**config.mk**
```make
export PLATFORM = sky130hd
export DESIGN_NAME = window_3x3_generator
export DESIGN_NICKNAME = d
export VERILOG_FILES = /design/src/rtl/window_3x3_generator.sv
export SDC_FILE = /design/constraint.sdc
export NUM_CORES = 1
export LEC_CHECK = 0
export ABC_AREA = 0
export CORE_MARGIN = 2
export CORE_UTILIZATION = 34
export DETAILED_ROUTE_END_ITERATION = 6
export PLACE_DENSITY_LB_ADDON = 0.12
export RECOVER_POWER = 50
export SLEW_MARGIN = 20
export SYNTH_ARGS = -nofsm -noshare
export SYNTH_HDL_FRONTEND = slang
export SYNTH_SLANG_ARGS = --single-unit
export TNS_END_PERCENT = 50
```
**constraint.sdc**
```tcl
create_clock -name clk -period 7.77 [get_ports clk]
set_input_delay 1.1655 -clock clk [delete_from_list [all_inputs] [get_ports clk]]
set_output_delay 1.1655 -clock clk [all_outputs]
set_load 0.1 [all_outputs]
```
**src/rtl/window_3x3_generator.sv**
```systemverilog
`default_nettype none
// ============================================================================
// Module      : window_3x3_generator
// Description : Builds 3x3 pixel neighbourhoods from a raster-order padded
//               image stream. Two line buffers supply the pixels from one and
//               two rows above the incoming pixel. A 3x3 shift-register window
//               is fed from the line buffers and the input. Row and column
//               counters gate the output, so windows that would wrap across a
//               row boundary, or that contain rows from before the current
//               frame, are never emitted.
//
// Ports
//   clk       : system clock, rising edge
//   rst       : synchronous, active-high reset
//   i_valid   : i_data carries a pixel this cycle (no backpressure)
//   i_data    : padded-image pixel, raster order
//   o_valid   : o_window holds a complete window (registered, 1-cycle latency)
//   o_window  : slice k = 3*r + c at [k*DATA_WIDTH +: DATA_WIDTH];
//               r = 0 is the top row, c = 0 is the left column, slice 8 is
//               the newest pixel
//   o_last    : high with o_valid on the final window of a frame
//
// Revision    : 1.0 - initial release
// ============================================================================
module window_3x3_generator #(
    parameter int DATA_WIDTH  = 32,
    parameter int IMAGE_WIDTH = 6
) (
    input  wire logic                    clk,
    input  wire logic                    rst,
    input  wire logic                    i_valid,
    input  wire logic [DATA_WIDTH-1:0]   i_data,
    output logic                         o_valid,
    output logic [9*DATA_WIDTH-1:0]      o_window,
    output logic                         o_last
);

    // ------------------------------------------------------------------------
    // Constants
    // ------------------------------------------------------------------------
    localparam int C_CNT_W  = $clog2(IMAGE_WIDTH) + 1;
    // Address width for the line buffers. IMAGE_WIDTH >= 3 keeps this >= 2.
    localparam int C_ADDR_W = $clog2(IMAGE_WIDTH);

    localparam logic [C_CNT_W-1:0] C_LAST_IDX = C_CNT_W'(IMAGE_WIDTH - 1);
    localparam logic [C_CNT_W-1:0] C_FIRST_WIN_IDX = C_CNT_W'(2);

    // ------------------------------------------------------------------------
    // Position counters
    // ------------------------------------------------------------------------
    logic [C_CNT_W-1:0] r_col;
    logic [C_CNT_W-1:0] r_row;

    // A pixel is only taken when reset is not asserted in the same cycle.
    logic w_accept;
    logic w_col_last;
    logic w_row_last;
    logic w_emit;
    logic w_frame_end;

    assign w_accept    = i_valid && !rst;
    assign w_col_last  = (r_col == C_LAST_IDX);
    assign w_row_last  = (r_row == C_LAST_IDX);

    // A window is complete once the bottom-right pixel is at row >= 2 and
    // col >= 2. Columns 0 and 1 still hold pixels from the previous row in
    // the left part of the window, so they are suppressed.
    assign w_emit      = w_accept && (r_row >= C_FIRST_WIN_IDX)
                                  && (r_col >= C_FIRST_WIN_IDX);
    assign w_frame_end = w_col_last && w_row_last;

    always_ff @(posedge clk) begin
        if (rst) begin
            r_col <= '0;
            r_row <= '0;
        end else if (w_accept) begin
            if (w_col_last) begin
                r_col <= '0;
                // Wrapping both counters together gives a seamless start on
                // the next frame with no dead cycle.
                if (w_row_last) begin
                    r_row <= '0;
                end else begin
                    r_row <= r_row + C_CNT_W'(1);
                end
            end else begin
                r_col <= r_col + C_CNT_W'(1);
            end
        end
    end

    // ------------------------------------------------------------------------
    // Line buffers
    //
    // Both buffers are addressed by the current column. The entry at that
    // address in buffer A was written exactly one row ago, and the entry in
    // buffer B was copied out of A one row ago, i.e. it is two rows old.
    // Contents are not reset: the row gating on w_emit guarantees that stale
    // entries from a previous or abandoned frame never reach the output.
    // ------------------------------------------------------------------------
    logic [DATA_WIDTH-1:0] r_line_a [IMAGE_WIDTH];
    logic [DATA_WIDTH-1:0] r_line_b [IMAGE_WIDTH];

    logic [C_ADDR_W-1:0]   w_addr;
    logic [DATA_WIDTH-1:0] w_a_out;
    logic [DATA_WIDTH-1:0] w_b_out;

    assign w_addr  = r_col[C_ADDR_W-1:0];
    assign w_a_out = r_line_a[w_addr];
    assign w_b_out = r_line_b[w_addr];

    always_ff @(posedge clk) begin
        if (w_accept) begin
            r_line_a[w_addr] <= i_data;
            r_line_b[w_addr] <= w_a_out;
        end
    end

    // ------------------------------------------------------------------------
    // 3x3 window register
    //
    // r_win[row][col]; row 0 is the oldest image row (top), col 2 is the
    // newest column (right). Every accepted beat shifts all rows left by one
    // and loads the new right column {B, A, input} from top to bottom.
    // ------------------------------------------------------------------------
    logic [DATA_WIDTH-1:0] r_win [3][3];

    always_ff @(posedge clk) begin
        if (rst) begin
            for (int r = 0; r < 3; r++) begin
                for (int c = 0; c < 3; c++) begin
                    r_win[r][c] <= '0;
                end
            end
        end else if (w_accept) begin
            for (int r = 0; r < 3; r++) begin
                r_win[r][0] <= r_win[r][1];
                r_win[r][1] <= r_win[r][2];
            end
            r_win[0][2] <= w_b_out;
            r_win[1][2] <= w_a_out;
            r_win[2][2] <= i_data;
        end
    end

    // ------------------------------------------------------------------------
    // Output flags
    //
    // Both flags drop on any cycle without an emitting beat, including idle
    // cycles, so o_valid is a single-cycle pulse per window.
    // ------------------------------------------------------------------------
    logic r_valid;
    logic r_last;

    always_ff @(posedge clk) begin
        if (rst) begin
            r_valid <= 1'b0;
            r_last  <= 1'b0;
        end else begin
            r_valid <= w_emit;
            r_last  <= w_emit && w_frame_end;
        end
    end

    assign o_valid = r_valid;
    assign o_last  = r_last;

    // ------------------------------------------------------------------------
    // Window packing: slice k = 3*r + c
    // ------------------------------------------------------------------------
    for (genvar gr = 0; gr < 3; gr++) begin : g_row
        for (genvar gc = 0; gc < 3; gc++) begin : g_col
            assign o_window[(3*gr + gc)*DATA_WIDTH +: DATA_WIDTH] = r_win[gr][gc];
        end
    end

endmodule
`default_nettype wire

```
Word-level counts from Yosys, hierarchy flattened

Memories as Yosys holds them, arrays and structs flattened. A register that Yosys moved wholly into a read port is not among the register bits.
Cells that the tools add are included.

Flip-flop bits (word level): 10
Bits in writable memories: 672
Output and inout port bits: 290
Logic and storage cells: 50
Memories: 3

Add/sub/neg operators: 2
Magnitude comparators: 2
Equality and inequality tests: 2
Muxes and demuxes: 21
Bitwise operators: 9
Reductions and logical operators: 7

Memory list:

| name     | depth | width | rd ports | clocked after memory_dff | write ports | RTL line | source |
|---|---|---|---|---|---|---|---|
| r_win    | 3     | 96    | 3        | 0                        | 3           | 126      | `logic [DATA_WIDTH-1:0] r_win [3][3];` |
| r_line_a | 6     | 32    | 1        | 1                        | 1           | 101      | `logic [DATA_WIDTH-1:0] r_line_a [IMAGE_WIDTH];` |
| r_line_b | 6     | 32    | 1        | 1                        | 1           | 102      | `logic [DATA_WIDTH-1:0] r_line_b [IMAGE_WIDTH];` |

Operators by type and width:

| cell                                                               | count |
|---|---|
| 2-to-1 mux 32 bit                                                  | 9 |
| 2-to-1 mux 3 bit                                                   | 4 |
| bitwise OR 1 bit                                                   | 9 |
| adder 4 x 1 -> 4 bit (second input constant)                       | 2 |
| == test 4 x 3 -> 1 bit (second input constant)                     | 2 |
| greater-or-equal comparator 4 x 2 -> 1 bit (second input constant) | 2 |
| 2-to-1 mux 4 bit                                                   | 2 |
| 2-to-1 mux 1 bit                                                   | 6 |
| logical AND 1 bit                                                  | 5 |
| AND reduction 2 bit                                                | 1 |
| logical NOT 1 bit                                                  | 1 |

Depth between registers and ports, before layout

Word-level depth: 6
Mapped depth: 6
Gate-level depth less buffers: 3

Worst setup path before layout

OpenSTA, ideal clock, no wires.

Path kind: input -> register
Start point: input port rst
End point: memory r_line_a[0][0], enable pin
Arrival: 7.735 ns
Required time: 7.126 ns
Slack: -0.609 ns
Stages: 4
Path buffers: 2
Cells stage by stage: nand2b_1 clkbuf_1 buf_1 nor4_1

Word-level cells in the longest chain between the ends: 4

Ends and longest elaborated chain:

| element                                | RTL line | source |
|---|---|---|
| start: declaration                     | 30       | `input wire logic rst,` |
| logical NOT 1 bit                      | 61       | `assign w_accept = i_valid && !rst;` |
| logical AND 1 bit                      | 61       |  |
| 2-to-1 mux 1 bit                       | 113      | `if (w_accept) begin` |
| 2-to-1 mux 1 bit (not written as such) | 114      | `r_line_a[w_addr] <= i_data;` |
| end: declaration                       | 101      |  |

No other way between the ends.

==> impl_metrics.toml <==
[status]
status = "finished with violations"
violations = "capacitance limit, slew limit"

[setup_path]
cp-end-kind = "flop"
crit_start = "rst"
r2r_slack_ns = 2.29
arrival_ns = 5.65
critPathRequiredTime_ns = 7.89
worstSetupPathType = "in -> reg"
cp_max_fo = 62
cp-start-kind = "input port"

[timing]
skew_ns = 0.02071
finalCritPeriodShare_pct = 71.16
rsz0062_at_grt = "false"
fmax_mhz = 180.9
layout_min_cycle_time_ns = 5.529
tightestPinTransition_ns = 4.044
report.final.slew_viol_count = 325
setup_tns_ns = 0
setup_viol = 0
slew_headroom_pct = -169.6
hold_viol = 0

[layout]
layout.nets = 1809
final_common_cell = "edfxtp_1"
layout_common_cells = "672 x edfxtp_1, 289 x clkdlybuf4s50_1, 198 x and2_1, 78 x clkbuf_16, 64 x mux2i_1"
syn_to_final_growth_pct = 26.02
fin_area_um2 = 32260
drive_above_1_share_pct = 10.26

[floorplanning]
dieArea_um2 = 77500
dieWidth_um = 278.4
ioPinCount = 325
coreArea_um2 = 74450
fp-row-count = 100
die_h_um = 278.4
start_util_pct = 34.38

[place]
port-buffer-count = 324
dpl_cell_area_um2 = 29900
gp_congestion = 0.7062
dp_hpwl_um = 34310

[detailed_routing]
drc = 0
viasPerCell = 4.766
vias = 13360
ant_nets = 0
dr.pass1.iters = 5
routed_wl_um = 61000
dr.first_iter.drc_count = 1023
detail_route.wl_per_cell_um = 21.76

[clock_network]
ctsResizeCount = 0
htreeDepth = 3
cts_buffers = 77
clk_pin_slew_ns = 0.06
clkSinkCount = 685
cts-root-buf = "clkbuf_16"
cts_tree = "done"
postCtsHoldBufs = 0
post_cts_buffers = 0
clock_latency_ns = 0.61
cts_buffer_depth = 3

[synthesis]
synth_warnings = 0
synth_area_um2 = 25600
postSynthCellCount = 1429
ys_seq_elements = 685
synth_area_leader_cell = "edfxtp_1"
synth_top_area_share_pct = 78.83
synthFlopType = "edfxtp_1"
yosysSeqAreaShare_pct = 79.85
yosys-top-cells-area = "edfxtp_1 79%, and2_1 5.5%, mux2i_1 2.5%"
ys_types = 35
syn_nets = 1464
synthArstFlopShare_pct = 0
synth_edf_count = 672
syn-mean-instance-area_um2 = 17.91

[global_routing]
antenna_found_initial = 3
first_global_vias = 13800
grt_pass1_wl_um = 90340
grt.overflow.total = 0
grtUsageTotal_pct = 15.60
grt_max_degree = 97

[min_path]
hp-class = "reg -> reg"
hold_start = "r_row[0]"

[flow_run]
drv_cap = 6

[power_and_ir_drop]
power.density_nw_per_um2 = 286.0
p_leak_nw = 10.74
ir_drop_mv = 0.1387
==> layout make-up <==
| cell class | count | area, um2 |
|---|---|---|
| Inverter | 2 | 7.507 |
| Fill cell | 6543 | 42190 |
| Tap cell | 969 | 1212 |
| Multi-Input combinational cell | 657 | 4738 |
| Clock inverter | 40 | 336.6 |
| Sequential cell | 685 | 20450 |
| Antenna cell | 1 | 2.502 |
| Timing Repair Buffer | 351 | 3457 |
| Clock buffer | 98 | 2057 |
==> registers in the layout (all words and copies together), names as in the netlist, named ones only <==
| name | flops |
|---|---|
| r_row | 4 |
| r_win | 288 |
| r_line_b | 192 |
| o_valid | 1 |
| o_last | 1 |
| r_line_a | 192 |
| r_col | 4 |
==> cell usage after synthesis (all sizes together), types with 34 or more instances <==
library cell,n
edfxtp,672
nor2b,62
and2,224
mux2i,64
clkbuf,45
a211oi,60
mux2,36
buf,40
nor3,40
o22ai,34
o21ai,35
==> worst max-delay path, cell delays in order <==
cell and delay [ns]:
dlygate4sd3_1 0.85, or2_0 0.64, clkbuf_1 2.86
==> logic make-up after synthesis <==
logic type | count (synthesis) | share of synthesized area, %
XOR/XNOR | 2 | 0.06844
AND/OR/NAND/NOR | 384 | 9.218
buffers and inverters | 87 | 1.769
multiplexers | 100 | 4.086
AO/OA/AOI/OAI | 171 | 5.010
flip-flops | 685 | 79.85
==> per-stage QoR <==
| step | std cells | utilization [%] | worst slack (ns) | hold slack [ns] | power, mW |
|---|---|---|---|---|---|
| final | 2803 | 43.33 | 2.241 | 0.5235 | 9.227 |
| after floorplan | 1429 | - | -0.4199 | 0.4772 | 5.468 |
| after global routing | 2802 | 43.33 | 1.856 | 0.5484 | 9.547 |
| after CTS | 2801 | 43.38 | 3.938 | 0.5237 | 9.355 |
| after detailed placement | 2663 | 40.17 | 3.293 | 0.5152 | 5.848 |
| after global placement | 2662 | 40.12 | 3.372 | 0.4953 | 5.839 |
==> worst paths after layout <==
check / depth (start not counted) / to
min reg2reg: 2 / r_row[0]
min: 2 / r_row[0]
max: 3 / r_win[0][66]
max reg2reg: 5 / r_win[0][29]
==> routing by layer <==
metal	global-route usage, %	vias up	routed length, um
li1	-	6237	-
met1	21.29	6706	27450
met2	25.08	348	29000
met3	3.140	69	3401
met4	4.962	0	1151
met5	0	-	0
==> where the power goes <==
part	internal [mW]	switching (mW)
Clock	2.04	1.44
Sequential	4.27	0.0904
Combinational	0.290	1.11
No activity file was read; power rests on OpenSTA's default activity.
